## src/rtl/uart_hasti_bridge_pkg.sv

```systemverilog
// Shared HASTI encodings, bridge command codes and FSM state type for the
// UART-to-HASTI debug bridge.
`ifndef HASTI_ADDR_WIDTH
`define HASTI_ADDR_WIDTH 32
`endif
`ifndef HASTI_BUS_WIDTH
`define HASTI_BUS_WIDTH 32
`endif
`ifndef HASTI_SIZE_WIDTH
`define HASTI_SIZE_WIDTH 3
`endif
`ifndef HASTI_BURST_WIDTH
`define HASTI_BURST_WIDTH 3
`endif
`ifndef HASTI_PROT_WIDTH
`define HASTI_PROT_WIDTH 4
`endif
`ifndef HASTI_TRANS_WIDTH
`define HASTI_TRANS_WIDTH 2
`endif

package uart_hasti_bridge_pkg;

    localparam int unsigned ADDR_W = `HASTI_ADDR_WIDTH;
    localparam int unsigned BUS_W  = `HASTI_BUS_WIDTH;

    localparam logic [`HASTI_TRANS_WIDTH-1:0] HTRANS_IDLE   = 2'b00;
    localparam logic [`HASTI_TRANS_WIDTH-1:0] HTRANS_NONSEQ = 2'b10;
    localparam logic [`HASTI_SIZE_WIDTH-1:0]  HSIZE_WORD    = 3'b010;
    localparam logic [`HASTI_BURST_WIDTH-1:0] HBURST_SINGLE = 3'b000;
    localparam logic [`HASTI_PROT_WIDTH-1:0]  HPROT_DATA_PRIV = 4'b0011;

    localparam logic [7:0] CMD_WR = 8'h01;
    localparam logic [7:0] CMD_RD = 8'h02;

    typedef enum logic [2:0] {
        ST_IDLE  = 3'd0,
        ST_ADDR  = 3'd1,
        ST_WDATA = 3'd2,
        ST_BUS_A = 3'd3,
        ST_BUS_D = 3'd4,
        ST_RESP  = 3'd5
    } state_e;

    // Little-endian byte lane select used when serialising read data.
    function automatic logic [7:0] word_byte(input logic [31:0] word, input logic [1:0] idx);
        return word[{idx, 3'b000} +: 8];
    endfunction

endpackage

```

## src/rtl/uart_hasti_bridge.sv

```systemverilog
// UART byte-stream to single-word HASTI master: decodes write/read frames from
// the RX FIFO, runs one bus transfer and streams the result into the TX FIFO.
module uart_hasti_bridge
    import uart_hasti_bridge_pkg::*;
#(
    parameter int unsigned TIMEOUT_CYCLES = 1000000,
    parameter logic [7:0]  ACK_BYTE       = 8'hA5,
    parameter logic [7:0]  ERR_BYTE       = 8'hEE
) (
    input  logic                           clk,
    input  logic                           resetn,
    input  logic [7:0]                     rx_data,
    input  logic                           rx_valid,
    output logic                           rx_pop,
    output logic [7:0]                     tx_data,
    output logic                           tx_push,
    input  logic                           tx_full,
    output logic [`HASTI_ADDR_WIDTH-1:0]   haddr,
    output logic                           hwrite,
    output logic [`HASTI_SIZE_WIDTH-1:0]   hsize,
    output logic [`HASTI_BURST_WIDTH-1:0]  hburst,
    output logic                           hmastlock,
    output logic [`HASTI_PROT_WIDTH-1:0]   hprot,
    output logic [`HASTI_TRANS_WIDTH-1:0]  htrans,
    output logic [`HASTI_BUS_WIDTH-1:0]    hwdata,
    input  logic [`HASTI_BUS_WIDTH-1:0]    hrdata,
    input  logic                           hready,
    input  logic                           hresp
);

    localparam int unsigned TO_W = (TIMEOUT_CYCLES > 32'd1) ? $clog2(TIMEOUT_CYCLES) : 1;
    localparam bit          TO_EN = (TIMEOUT_CYCLES != 32'd0);
    localparam logic [TO_W-1:0] TO_LAST = TO_EN ? TO_W'(TIMEOUT_CYCLES - 32'd1) : '0;
    localparam logic [ADDR_W-1:0] ADDR_ALIGN_MASK = ~(ADDR_W'(32'd3));

    state_e              state_q,    state_d;
    logic [ADDR_W-1:0]   addr_q,     addr_d;
    logic [BUS_W-1:0]    data_q,     data_d;
    logic                is_wr_q,    is_wr_d;
    logic                err_q,      err_d;
    logic [1:0]          byte_cnt_q, byte_cnt_d;
    logic [TO_W-1:0]     to_cnt_q,   to_cnt_d;

    logic                rx_pop_s;
    logic                tx_push_s;
    logic [7:0]          tx_byte_s;
    logic                resp_last_s;

    // State and datapath registers.
    always_ff @(posedge clk or negedge resetn) begin
        if (!resetn) begin
            state_q    <= ST_IDLE;
            addr_q     <= '0;
            data_q     <= '0;
            is_wr_q    <= 1'b0;
            err_q      <= 1'b0;
            byte_cnt_q <= 2'd0;
            to_cnt_q   <= '0;
        end else begin
            state_q    <= state_d;
            addr_q     <= addr_d;
            data_q     <= data_d;
            is_wr_q    <= is_wr_d;
            err_q      <= err_d;
            byte_cnt_q <= byte_cnt_d;
            to_cnt_q   <= to_cnt_d;
        end
    end

    // Writes and errored reads answer with one byte, good reads with four.
    always_comb begin
        if (is_wr_q || err_q) begin
            resp_last_s = (byte_cnt_q == 2'd0);
        end else begin
            resp_last_s = (byte_cnt_q == 2'd3);
        end
    end

    // Next-state, frame assembly, bus sequencing and response serialisation.
    always_comb begin
        state_d    = state_q;
        addr_d     = addr_q;
        data_d     = data_q;
        is_wr_d    = is_wr_q;
        err_d      = err_q;
        byte_cnt_d = byte_cnt_q;
        to_cnt_d   = to_cnt_q;
        rx_pop_s   = 1'b0;
        tx_push_s  = 1'b0;
        tx_byte_s  = 8'h00;

        case (state_q)
            ST_IDLE: begin
                if (rx_valid) begin
                    rx_pop_s = 1'b1;
                    if ((rx_data == CMD_WR) || (rx_data == CMD_RD)) begin
                        is_wr_d    = (rx_data == CMD_WR);
                        state_d    = ST_ADDR;
                        byte_cnt_d = 2'd0;
                        to_cnt_d   = '0;
                    end else begin
                        state_d = ST_IDLE;
                    end
                end else begin
                    state_d = ST_IDLE;
                end
            end

            ST_ADDR, ST_WDATA: begin
                if (rx_valid) begin
                    // A byte arriving on the expiry cycle still counts.
                    rx_pop_s   = 1'b1;
                    to_cnt_d   = '0;
                    byte_cnt_d = byte_cnt_q + 2'd1;
                    if (state_q == ST_ADDR) begin
                        addr_d = {rx_data, addr_q[ADDR_W-1:8]};
                    end else begin
                        data_d = {rx_data, data_q[BUS_W-1:8]};
                    end
                    if (byte_cnt_q == 2'd3) begin
                        if ((state_q == ST_ADDR) && is_wr_q) begin
                            state_d = ST_WDATA;
                        end else begin
                            state_d = ST_BUS_A;
                            err_d   = 1'b0;
                        end
                    end else begin
                        state_d = state_q;
                    end
                end else if (TO_EN && (to_cnt_q == TO_LAST)) begin
                    state_d  = ST_IDLE;
                    to_cnt_d = '0;
                end else if (TO_EN) begin
                    to_cnt_d = to_cnt_q + TO_W'(32'd1);
                end else begin
                    to_cnt_d = '0;
                end
            end

            ST_BUS_A: begin
                if (hready) begin
                    state_d = ST_BUS_D;
                end else begin
                    state_d = ST_BUS_A;
                end
            end

            ST_BUS_D: begin
                if (hready) begin
                    err_d      = hresp;
                    state_d    = ST_RESP;
                    byte_cnt_d = 2'd0;
                    if (!is_wr_q) begin
                        data_d = hrdata;
                    end else begin
                        data_d = data_q;
                    end
                end else begin
                    state_d = ST_BUS_D;
                end
            end

            ST_RESP: begin
                if (!tx_full) begin
                    tx_push_s = 1'b1;
                    if (err_q) begin
                        tx_byte_s = ERR_BYTE;
                    end else if (is_wr_q) begin
                        tx_byte_s = ACK_BYTE;
                    end else begin
                        tx_byte_s = word_byte(data_q, byte_cnt_q);
                    end
                    if (resp_last_s) begin
                        state_d    = ST_IDLE;
                        byte_cnt_d = 2'd0;
                    end else begin
                        byte_cnt_d = byte_cnt_q + 2'd1;
                    end
                end else begin
                    state_d = ST_RESP;
                end
            end

            default: begin
                state_d = ST_IDLE;
            end
        endcase
    end

    assign rx_pop    = rx_pop_s;
    assign tx_push   = tx_push_s;
    assign tx_data   = tx_byte_s;

    assign htrans    = (state_q == ST_BUS_A) ? HTRANS_NONSEQ : HTRANS_IDLE;
    assign haddr     = addr_q & ADDR_ALIGN_MASK;
    assign hwrite    = (state_q == ST_BUS_A) && is_wr_q;
    assign hwdata    = ((state_q == ST_BUS_D) && is_wr_q) ? data_q : '0;
    assign hsize     = HSIZE_WORD;
    assign hburst    = HBURST_SINGLE;
    assign hmastlock = 1'b0;
    assign hprot     = HPROT_DATA_PRIV;

endmodule

```

## config.mk

```make
export PLATFORM = sky130hd
export DESIGN_NAME = uart_hasti_bridge
export DESIGN_NICKNAME = d
export VERILOG_FILES = /design/src/rtl/uart_hasti_bridge_pkg.sv /design/src/rtl/uart_hasti_bridge.sv
export SDC_FILE = /design/constraint.sdc
export NUM_CORES = 1
export LEC_CHECK = 0
export CAP_MARGIN = 10
export CORE_MARGIN = 3
export CORE_UTILIZATION = 30
export DETAILED_ROUTE_END_ITERATION = 8
export GPL_TIMING_DRIVEN = 0
export PLACE_DENSITY = 0.54
export SLEW_MARGIN = 30
export SYNTH_ARGS = -nofsm -noshare
export SYNTH_HDL_FRONTEND = slang
export SYNTH_SLANG_ARGS = --single-unit
```

## constraint.sdc

```tcl
create_clock -name clk -period 3.14 [get_ports clk]
set_input_delay 0.471 -clock clk [delete_from_list [all_inputs] [get_ports clk]]
set_output_delay 0.471 -clock clk [all_outputs]
set_load 0.1 [all_outputs]
```

==> results of run 1 <==
## how the worst max path moves through the flow
stage / startpoint / endpoint / slack (ps)
floorplan: state_q[2]$_DFFE_PN0P_ / tx_data[2] / 260
global placement: resetn / addr_q[28]$_DFFE_PN0P_ / -1900
detailed placement: state_q[1]$_DFFE_PN0P_ / hwdata[24] / -360
CTS: state_q[1]$_DFFE_PN0P_ / hwdata[29] / 0.1
global route: state_q[2]$_DFFE_PN0P_ / tx_data[0] / 4
finish: state_q[2]$_DFFE_PN0P_ / tx_data[0] / 120
## cell families (layout without fill, tap and decap cells)
| family | Yosys count | in the layout |
|---|---|---|
| buffers and inverters | 57 | 193 |
| XOR/XNOR | 2 | 2 |
| flip-flops | 89 | 89 |
| other | 2 | 14 |
| multiplexers | 74 | 74 |
| AND/OR/NAND/NOR | 157 | 157 |
| adder cells (fa/ha/maj) | 3 | 3 |
| AO/OA/AOI/OAI | 100 | 100 |
## metrics by stage
step	instance area [um2]	cells	total power [mW]
floorplan	4970	496	5.55
global placement	6430	831	6.73
detailed placement	6460	832	6.78
global route	6710	848	8.25
CTS	6690	848	7.90
finish	6710	848	7.86
## power by group through the flow
stage / combinational, mW / clock, mW / sequential [mW]
final: 4.75 / 1.13 / 1.97
after global routing: 4.99 / 1.22 / 2.04
after CTS: 4.75 / 1.17 / 1.98
after detailed placement: 4.79 / 0 / 1.99
after global placement: 4.74 / 0 / 1.99
after floorplan: 2.33 / 0 / 3.22
## final cells by class
type / count / area [um2] / share of cell area, %
inverters: 9 / 33.8 / 0.504
flip-flops and latches: 89 / 2230 / 33.2
plain buffers: 48 / 263 / 3.92
multi-input cells: 350 / 2460 / 36.6
clock buffers: 11 / 253 / 3.77
clock inverters: 5 / 61.3 / 0.914
repair buffers: 120 / 1140 / 17.0
well taps: 216 / 270 / 4.03
## registers in the layout, summed over array words and instances (netlist names)
signal,count
data_q,32
addr_q,30
to_cnt_q,20
state_q,3
byte_cnt_q,2
err_q,1
is_wr_q,1
## layout by cell type, fill, tap and decap left out, types with 4 or more instances in the layout
cell / synthesis / routed
clkbuf_16: 0 / 9
clkbuf_1: 25 / 21
a31oi_1: 13 / 13
mux2i_1: 34 / 34
nand3_1: 9 / 9
nor3_2: 0 / 4
nor4_1: 4 / 4
mux4_2: 8 / 8
clkbuf_2: 0 / 7
nand4_1: 4 / 4
conb_1: 2 / 14
a21oi_1: 47 / 47
clkdlybuf4s15_2: 0 / 9
nand2_1: 20 / 20
or3_1: 4 / 4
and3_1: 41 / 41
clkdlybuf4s50_1: 0 / 75
clkbuf_4: 0 / 10
nor2_1: 50 / 49
o21ai_0: 14 / 14
buf_4: 14 / 32
inv_1: 9 / 9
nand2b_1: 7 / 7
a41oi_1: 5 / 5
buf_2: 6 / 7
dfrtp_1: 89 / 89
mux2_2: 31 / 31
## layer usage
layer / routed length [um] / GRT usage, % / vias up
met4: 199 / 5.43 / 0
met5: 0 / 0 / -
met1: 7030 / 24.7 / 2162
met2: 7270 / 26.3 / 137
met3: 694 / 2.33 / 13
li1: - / - / 2023
==> impl_metrics.env, run 1 <==
export IMPL_clk_transition_reported_paths_ps=70
export IMPL_synthSimpleGateAreaFrac_pct=16.8
export IMPL_crit_path_max_incr_delay_ps=560
export IMPL_crit_cells=5
export IMPL_startpoint_type="flip-flop"
export IMPL_grt_ovfl_total=0
export IMPL_rsz0062_at_grt="false"
export IMPL_antenna_found_initial=0
export IMPL_fmax_mhz=331
export IMPL_synth_largest_area_cell="dfrtp_1"
export IMPL_syn2layout_area_growth_pct=36.8
export IMPL_fillCellCount=1578
export IMPL_cts_tree="built"
export IMPL_ys_warn_count=0
export IMPL_synth_common_cells="dfrtp_1 (89), nor2_1 (50), a21oi_1 (47), and3_1 (41), mux2i_1 (34)"
export IMPL_post_route_min_period_ps=3020
export IMPL_hold_path_class="in -> async"
export IMPL_synthAdderAreaFrac_pct=0.766
export IMPL_num_vias=4335
export IMPL_wl_per_cell_um=17.9
export IMPL_numCtsBuffers=9
export IMPL_cp_max_fo=10
export IMPL_ant_nets=0
export IMPL_finalSetupTns_ps=0
export IMPL_finalClockSkew_ps=7.89
export IMPL_slew_headroom_pct=32.6
export IMPL_grtUsageTotal_pct=17.0
export IMPL_post_route_period_util_pct=96.1
export IMPL_drive_above_1_share_pct=21.2
export IMPL_postCtsResizedCells=196
export IMPL_cpMaxStageDelayCell="clkdlybuf4s15_2"
export IMPL_seq_area_frac_synth_pct=45.4
export IMPL_cts_buffer_depth=2
export IMPL_clk_latency_ps=340
export IMPL_r2r_end="data_q[11]$_DFFE_PN0P_"
export IMPL_wirelength_um=15200
export IMPL_grt_max_degree=52
export IMPL_synth_most_common_cell="dfrtp_1"
export IMPL_synth_edff_count=0
export IMPL_worst_slack_ps=123
export IMPL_critPathBufInv=2
export IMPL_cts_setup_buffers=0
export IMPL_synth_top_family_by_area="multiplexers"
export IMPL_coreArea_um2=15900
export IMPL_r2r_slack_ps=730
export IMPL_cp_data_required_time_ps=2670
export IMPL_worstMarginPinSlew_ps=1010
export IMPL_dr_pass1_iters=5
export IMPL_setup_viol=0
export IMPL_ctsRootBufferMaster="clkbuf_16"
export IMPL_max_cap_viol_count=0
export IMPL_drcViolationCount=0
export IMPL_initial_core_util_pct=30.7
export IMPL_crit_chain="clkbuf_1 > nand2b_1 > nor2_4 > o211a_1 > clkdlybuf4s15_2"
export IMPL_postCtsHoldBufs=0
export IMPL_die_y_um=134
export IMPL_synthMuxAreaShare_pct=18.0
export IMPL_p_int_mw=3.58
export IMPL_grt_pass1_vias=4174
export IMPL_reg2reg_from="state_q[1]$_DFFE_PN0P_"
export IMPL_pin_count=134
export IMPL_critPathTopFamily="buffers and inverters"
export IMPL_reg2reg_depth=7
export IMPL_crit_arrival_ps=2550
export IMPL_gp_congestion=0.872
export IMPL_synth_main_ff_cell="dfrtp_1"
export IMPL_synth_compound_area_share_pct=12.6
export IMPL_status="finished clean"
export IMPL_p_clk_share_pct=14.4
export IMPL_fin_nets=676
export IMPL_yosysUniqueCellTypes=49
export IMPL_num_rows=46
export IMPL_sw_frac_of_total_pct=54.5
export IMPL_grt_pass1_wl_um=24100
export IMPL_via_per_inst=5.11
export IMPL_p_seq_share_pct=25.1
export IMPL_synth_top_area_share_pct=45.4
export IMPL_powerDensity_nw_per_um2=1170
export IMPL_setup_worst_path_end_class="output pin"
export IMPL_postSynth_asyncResetShare_pct=100
export IMPL_numPortBuffers=119
export IMPL_combPwrFrac_pct=60.5
export IMPL_ys_top_cells_by_area="dfrtp_1 (45%), mux2_2 (7.1%), mux2i_1 (6.9%), and3_1 (5.2%), a21oi_1 (4.8%)"
export IMPL_hold_ws_ps=49.3
export IMPL_p_leak_nw=2.89
export IMPL_slew_violations=0
export IMPL_drtIter0Drc=315
export IMPL_vdd_drop_max_mv=0.746
export IMPL_syn_inst=484
export IMPL_avgSynthCellArea_um2=10.1
export IMPL_cts_num_sinks=89
export IMPL_diodes=0
export IMPL_final_hold_violation_count=0
export IMPL_dieArea_um2=17900
export IMPL_utilization_pct=42.1
export IMPL_dpl_hpwl_um=11200
export IMPL_place_ws_ps=-357
export IMPL_synth_area_um2=4900
export IMPL_htreeDepth=3
export IMPL_synth_seq_cells=89
export IMPL_p_sw_mw=4.28
export IMPL_die_x_um=134
export IMPL_crit_type="reg -> out"
export IMPL_synth_xor_area_share_pct=0.357
Note: power is estimated with default switching activity, not from simulation.
==> inputs of run 2 (changes only) <==
--- a/config.mk
+++ b/config.mk
@@ -11,4 +11,5 @@
 export DETAILED_ROUTE_END_ITERATION = 8
 export GPL_TIMING_DRIVEN = 0
+export MAX_ROUTING_LAYER = met4
 export PLACE_DENSITY = 0.54
 export SLEW_MARGIN = 30
==> constraint.sdc (replaced) <==
create_clock -name clk -period 3.14 [get_ports clk]
set_input_delay 0.471 -clock clk [delete_from_list [all_inputs] [get_ports clk]]
set_output_delay 0.471 -clock clk [all_outputs]
set_load 0.005 [all_outputs]
==> run 2 against run 1 <==
Critical path depth stayed put; clock-buffer cell count shrank 2; critical path type unchanged; largest power group unchanged; cell area increased by 0.67%; largest cell class unchanged; global-route usage grew 0.36 points; combinational power decreased by 45%; total power decreased by 28%; first-iteration DRC count decreased by 13%; clock power down 5%.
==> impl_metrics.env, run 2 (synthesis gave the netlist of run 1 again) <==
export IMPL_antenna_found_initial=0
export IMPL_cts_tree="built"
export IMPL_drtIter0Drc=273
export IMPL_clk_latency_ps=350
export IMPL_powerDensity_nw_per_um2=838
export IMPL_critPathTopFamily="buffers and inverters"
export IMPL_vdd_drop_max_mv=0.417
export IMPL_ctsRootBufferMaster="clkbuf_16"
export IMPL_utilization_pct=42.3
export IMPL_grt_pass1_vias=4242
export IMPL_dpl_hpwl_um=11100
export IMPL_fin_total_pwr_mw=5.66
export IMPL_gp_congestion=0.902
export IMPL_post_route_min_period_ps=3000
export IMPL_initial_core_util_pct=30.7
export IMPL_via_per_inst=5.07
export IMPL_combPwrFrac_pct=45.9
export IMPL_largest_register="data_q"
export IMPL_cpMaxStageDelayCell="clkdlybuf4s50_1"
export IMPL_worstMarginPinSlew_ps=840
export IMPL_hold_path_class="in -> async"
export IMPL_grt_max_degree=60
export IMPL_max_cap_viol_count=0
export IMPL_diodes=0
export IMPL_p_int_mw=3.51
export IMPL_num_rows=46
export IMPL_setup_viol=0
export IMPL_cts_setup_buffers=0
export IMPL_place_area_um2=6440
export IMPL_pin_count=134
export IMPL_ant_nets=0
export IMPL_post_route_period_util_pct=95.5
export IMPL_syn2layout_area_growth_pct=37.7
export IMPL_status="finished clean"
export IMPL_slew_headroom_pct=44.0
export IMPL_drive_above_1_share_pct=14.4
export IMPL_finalSetupTns_ps=0
export IMPL_num_vias=4303
export IMPL_dp_cells=832
export IMPL_cts_num_sinks=89
export IMPL_crit_chain="clkbuf_1 > nand2b_1 > nor2_2 > o211a_1 > clkdlybuf4s50_1"
export IMPL_place_ws_ps=199
export IMPL_clk_transition_reported_paths_ps=70
export IMPL_startpoint_type="flip-flop"
export IMPL_crit_path_max_incr_delay_ps=510
export IMPL_postCtsHoldBufs=0
export IMPL_dr_pass1_iters=5
export IMPL_most_common_layout_cells="clkdlybuf4s50_1 (118), dfrtp_1 (89), nor2_1 (49), a21oi_1 (47), and3_1 (41)"
export IMPL_slew_violations=0
export IMPL_grt_ovfl_total=0
export IMPL_die_x_um=134
export IMPL_die_y_um=134
export IMPL_largest_reg_flops=32
export IMPL_coreArea_um2=15900
export IMPL_numCtsBuffers=9
export IMPL_p_clk_share_pct=19.0
export IMPL_worst_slack_ps=143
export IMPL_postCtsResizedCells=3
export IMPL_wl_per_cell_um=17.6
export IMPL_htreeDepth=3
export IMPL_final_hold_violation_count=0
export IMPL_cp_data_required_time_ps=2670
export IMPL_cp_max_fo=10
export IMPL_wirelength_um=14900
export IMPL_hold_ws_ps=5.56
export IMPL_fin_nets=676
export IMPL_sw_frac_of_total_pct=37.9
export IMPL_finalClockSkew_ps=7.55
export IMPL_p_leak_nw=2.80
export IMPL_final_common_cell="clkdlybuf4s50_1"
export IMPL_rsz0062_at_grt="false"
export IMPL_cts_buffer_depth=2
export IMPL_dieArea_um2=17900
export IMPL_design_area_um2=6750
export IMPL_drcViolationCount=0
export IMPL_setup_worst_path_end_class="output pin"
export IMPL_crit_type="reg -> out"
export IMPL_grtUsageTotal_pct=17.3
export IMPL_grt_pass1_wl_um=23800
export IMPL_final_cells=848
export IMPL_critPathBufInv=2
export IMPL_p_sw_mw=2.15
export IMPL_p_seq_share_pct=35.1
export IMPL_fmax_mhz=334
export IMPL_top_regs="data_q x32, addr_q x30, to_cnt_q x20"
export IMPL_numPortBuffers=119
export IMPL_crit_arrival_ps=2530
==> run 2: cell count changes in the layout (fill, tap and decap cells not counted), moves of 2 or more <==
cell and change:
clkbuf_8 -2, inv_8 +2, buf_4 -17, nor3_1 +3
clkbuf_4 -10, nor3_2 -3, buf_2 -2, clkbuf_2 -2
clkdlybuf4s50_1 +43, clkdlybuf4s15_2 -9
==> run 2: cell type report <==
type / instances / area [um2]
flip-flops and latches: 89 / 2230
plain buffers: 48 / 264
inverters: 9 / 33.8
well taps: 216 / 270
repair buffers: 120 / 1220
fillers: 1529 / 9190
clock inverters: 7 / 72.6
multi-input cells: 350 / 2440
clock buffers: 9 / 225
==> run 2: metal layers <==
metal / routed length, um / share of wire (%) / GRT usage, % / vias to the layer above
li1: - / - / - / 2022
met1: 6710 / 45 / 23.4 / 2131
met2: 7280 / 49 / 27.1 / 139
met3: 792 / 5.3 / 3.26 / 11
met4: 163 / 1.1 / 4.63 / 0
met5: 0 / 0 / - / -
==> run 2: final timing paths <==
check	startpoint	to	slack (ps)	cells past startpoint
setup / recovery	state_q[2]$_DFFE_PN0P_	tx_data[0]	140	5
hold / removal	resetn	data_q[2]$_DFFE_PN0P_	6	1
setup reg to reg	state_q[1]$_DFFE_PN0P_	data_q[10]$_DFFE_PN0P_	730	6
hold reg to reg	addr_q[3]$_DFFE_PN0P_	addr_q[3]$_DFFE_PN0P_	510	1
max in group asynchronous	resetn	to_cnt_q[18]$_DFFE_PN0P_	2530	2
min in group clk	addr_q[3]$_DFFE_PN0P_	addr_q[3]$_DFFE_PN0P_	510	1
==> run 2: power groups by stage <==
| stage | Clock (mW) | Sequential (mW) | Combinational (mW) |
|---|---|---|---|
| CTS | 1.10 | 1.98 | 2.60 |
| floorplan | 0 | 1.86 | 1.53 |
| global route | 1.15 | 2.05 | 2.86 |
| global placement | 0 | 2.00 | 2.55 |
| detailed placement | 0 | 2.00 | 2.59 |
| finish | 1.07 | 1.99 | 2.60 |
==> inputs of run 3 (changes only) <==
- ABC_CLOCK_PERIOD_IN_PS: unset -> 3140
- SLEW_MARGIN: 30 -> unset
==> run 3 against run 2 <==
Register-to-register slack about the same; combinational power hardly changed; cell area up 0.50%; final cell count unchanged; setup slack gained 5.9 ps; fmax up 0.20%; non-clock buffer count unchanged; core utilization is 0.21 points higher; clock power grew 14%; wire length about the same; clock-buffer cell count increased by 1.
==> impl_metrics.env, run 3 (synthesis gave the netlist of run 1 again) <==
export IMPL_ant_nets=0
export IMPL_drcViolationCount=0
export IMPL_rsz0062_at_grt="false"
export IMPL_antenna_found_initial=0
export IMPL_top_regs="data_q x32, addr_q x30, to_cnt_q x20"
export IMPL_cts_buffer_depth=2
export IMPL_finalSetupTns_ps=0
export IMPL_wl_per_cell_um=17.6
export IMPL_fin_total_pwr_mw=5.80
export IMPL_drtIter0Drc=271
export IMPL_numPortBuffers=119
export IMPL_dieArea_um2=17900
export IMPL_grt_pass1_vias=4249
export IMPL_clk_transition_reported_paths_ps=70
export IMPL_diodes=0
export IMPL_fin_nets=676
export IMPL_cp_max_fo=10
export IMPL_via_per_inst=5.11
export IMPL_numCtsBuffers=9
export IMPL_fillCellCount=1536
export IMPL_ctsRootBufferMaster="clkbuf_16"
export IMPL_status="finished clean"
export IMPL_cts_tree="built"
export IMPL_utilization_pct=42.6
export IMPL_syn2layout_area_growth_pct=38.4
export IMPL_hold_path_class="in -> async"
export IMPL_cts_num_sinks=89
export IMPL_crit_type="reg -> out"
export IMPL_startpoint_type="flip-flop"
export IMPL_fmax_mhz=334
export IMPL_critPathTopFamily="buffers and inverters"
export IMPL_grt_pass1_wl_um=23800
export IMPL_hold_ws_ps=75.7
export IMPL_worstMarginPinSlew_ps=818
export IMPL_num_rows=46
export IMPL_die_x_um=134
export IMPL_critPathBufInv=2
export IMPL_dpl_hpwl_um=11100
export IMPL_post_route_period_util_pct=95.3
export IMPL_num_vias=4332
export IMPL_setup_viol=0
export IMPL_wirelength_um=15000
export IMPL_cp_data_required_time_ps=2670
export IMPL_post_route_min_period_ps=2990
export IMPL_slew_violations=0
export IMPL_largest_reg_flops=32
export IMPL_crit_arrival_ps=2520
export IMPL_reg2reg_depth=6
export IMPL_cpMaxStageDelayCell="clkdlybuf4s50_1"
export IMPL_crit_chain="clkbuf_1 > nand2b_1 > nor2_2 > o211a_1 > clkdlybuf4s50_1"
export IMPL_gp_congestion=0.902
export IMPL_vdd_drop_max_mv=0.416
export IMPL_die_y_um=134
export IMPL_slew_headroom_pct=45.5
export IMPL_drive_above_1_share_pct=14.4
export IMPL_postCtsHoldBufs=0
export IMPL_grtUsageTotal_pct=17.5
export IMPL_final_common_cell="clkdlybuf4s50_1"
export IMPL_reg2reg_from="state_q[1]$_DFFE_PN0P_"
export IMPL_dr_pass1_iters=5
export IMPL_p_leak_nw=2.82
export IMPL_setup_worst_path_end_class="output pin"
export IMPL_coreArea_um2=15900
export IMPL_max_cap_viol_count=0
export IMPL_r2r_end="data_q[7]$_DFFE_PN0P_"
export IMPL_pin_count=134
export IMPL_dp_cells=832
export IMPL_setup_worst_path_start="state_q[2]$_DFFE_PN0P_"
export IMPL_r2r_slack_ps=740
export IMPL_clk_latency_ps=350
export IMPL_most_common_layout_cells="clkdlybuf4s50_1 (118), dfrtp_1 (89), nor2_1 (49), a21oi_1 (47), and3_1 (41)"
export IMPL_largest_register="data_q"
export IMPL_crit_path_max_incr_delay_ps=510
export IMPL_initial_core_util_pct=30.7
export IMPL_grt_max_degree=60
export IMPL_finalClockSkew_ps=6.41
export IMPL_final_cells=848
export IMPL_final_hold_violation_count=0
export IMPL_powerDensity_nw_per_um2=856
export IMPL_grt_ovfl_total=0
export IMPL_htreeDepth=3
-- run 3: area by class of cell --
type / instances / area [um2] / share of cell area [%]
Multi-Input combinational cell: 350 / 2440 / 35.9
Sequential cell: 89 / 2230 / 32.8
Timing Repair Buffer: 120 / 1220 / 17.9
Tap cell: 216 / 270 / 3.98
Buffer: 48 / 264 / 3.89
Clock buffer: 10 / 239 / 3.52
Clock inverter: 6 / 96.3 / 1.42
Inverter: 9 / 33.8 / 0.498
-- run 3: power by group --
group          internal [mW]  switching (mW)  leakage, nW
Sequential              1.58           0.411         1.07
Combinational           1.37            1.22         1.58
Clock                  0.731           0.486        0.162
-- run 3: worst max-delay path by stage --
| stage | end | slack [ps] | cells after the start |
|---|---|---|---|
| 2_1_floorplan | tx_data[2] | 1080 | 3 |
| 3_3_place_gp | addr_q[20]$_DFFE_PN0P_ | -1880 | 1 |
| 3_5_place_dp | tx_data[0] | 210 | 5 |
| 4_1_cts | hwdata[16] | 30 | 6 |
| 5_1_grt | tx_data[0] | 10 | 5 |
| 6_report | tx_data[0] | 150 | 5 |
-- run 3: metrics by stage --
stage / worst slack, ps / instance area [um2]
floorplan: 1080 / 4950
global placement: -1880 / 6410
detailed placement: 207 / 6430
CTS: 28.0 / 6770
global route: 9.64 / 6780
finish: 149 / 6780
-- run 3: routing by layer --
| metal | share of wire (%) | vias up | global-route usage [%] |
|---|---|---|---|
| met1 | 45 | 2134 | 23.3 |
| met4 | 1.8 | 0 | 5.60 |
| li1 | - | 2021 | - |
| met2 | 49 | 159 | 27.4 |
| met5 | 0 | - | - |
| met3 | 5.1 | 18 | 2.74 |
-- run 3: repair_timing --
action                     in CTS  in global routing
setup endpoints to repair      29                 33
gates cloned                    0                  0
resized for setup               3                  9
setup buffers                   0                  0
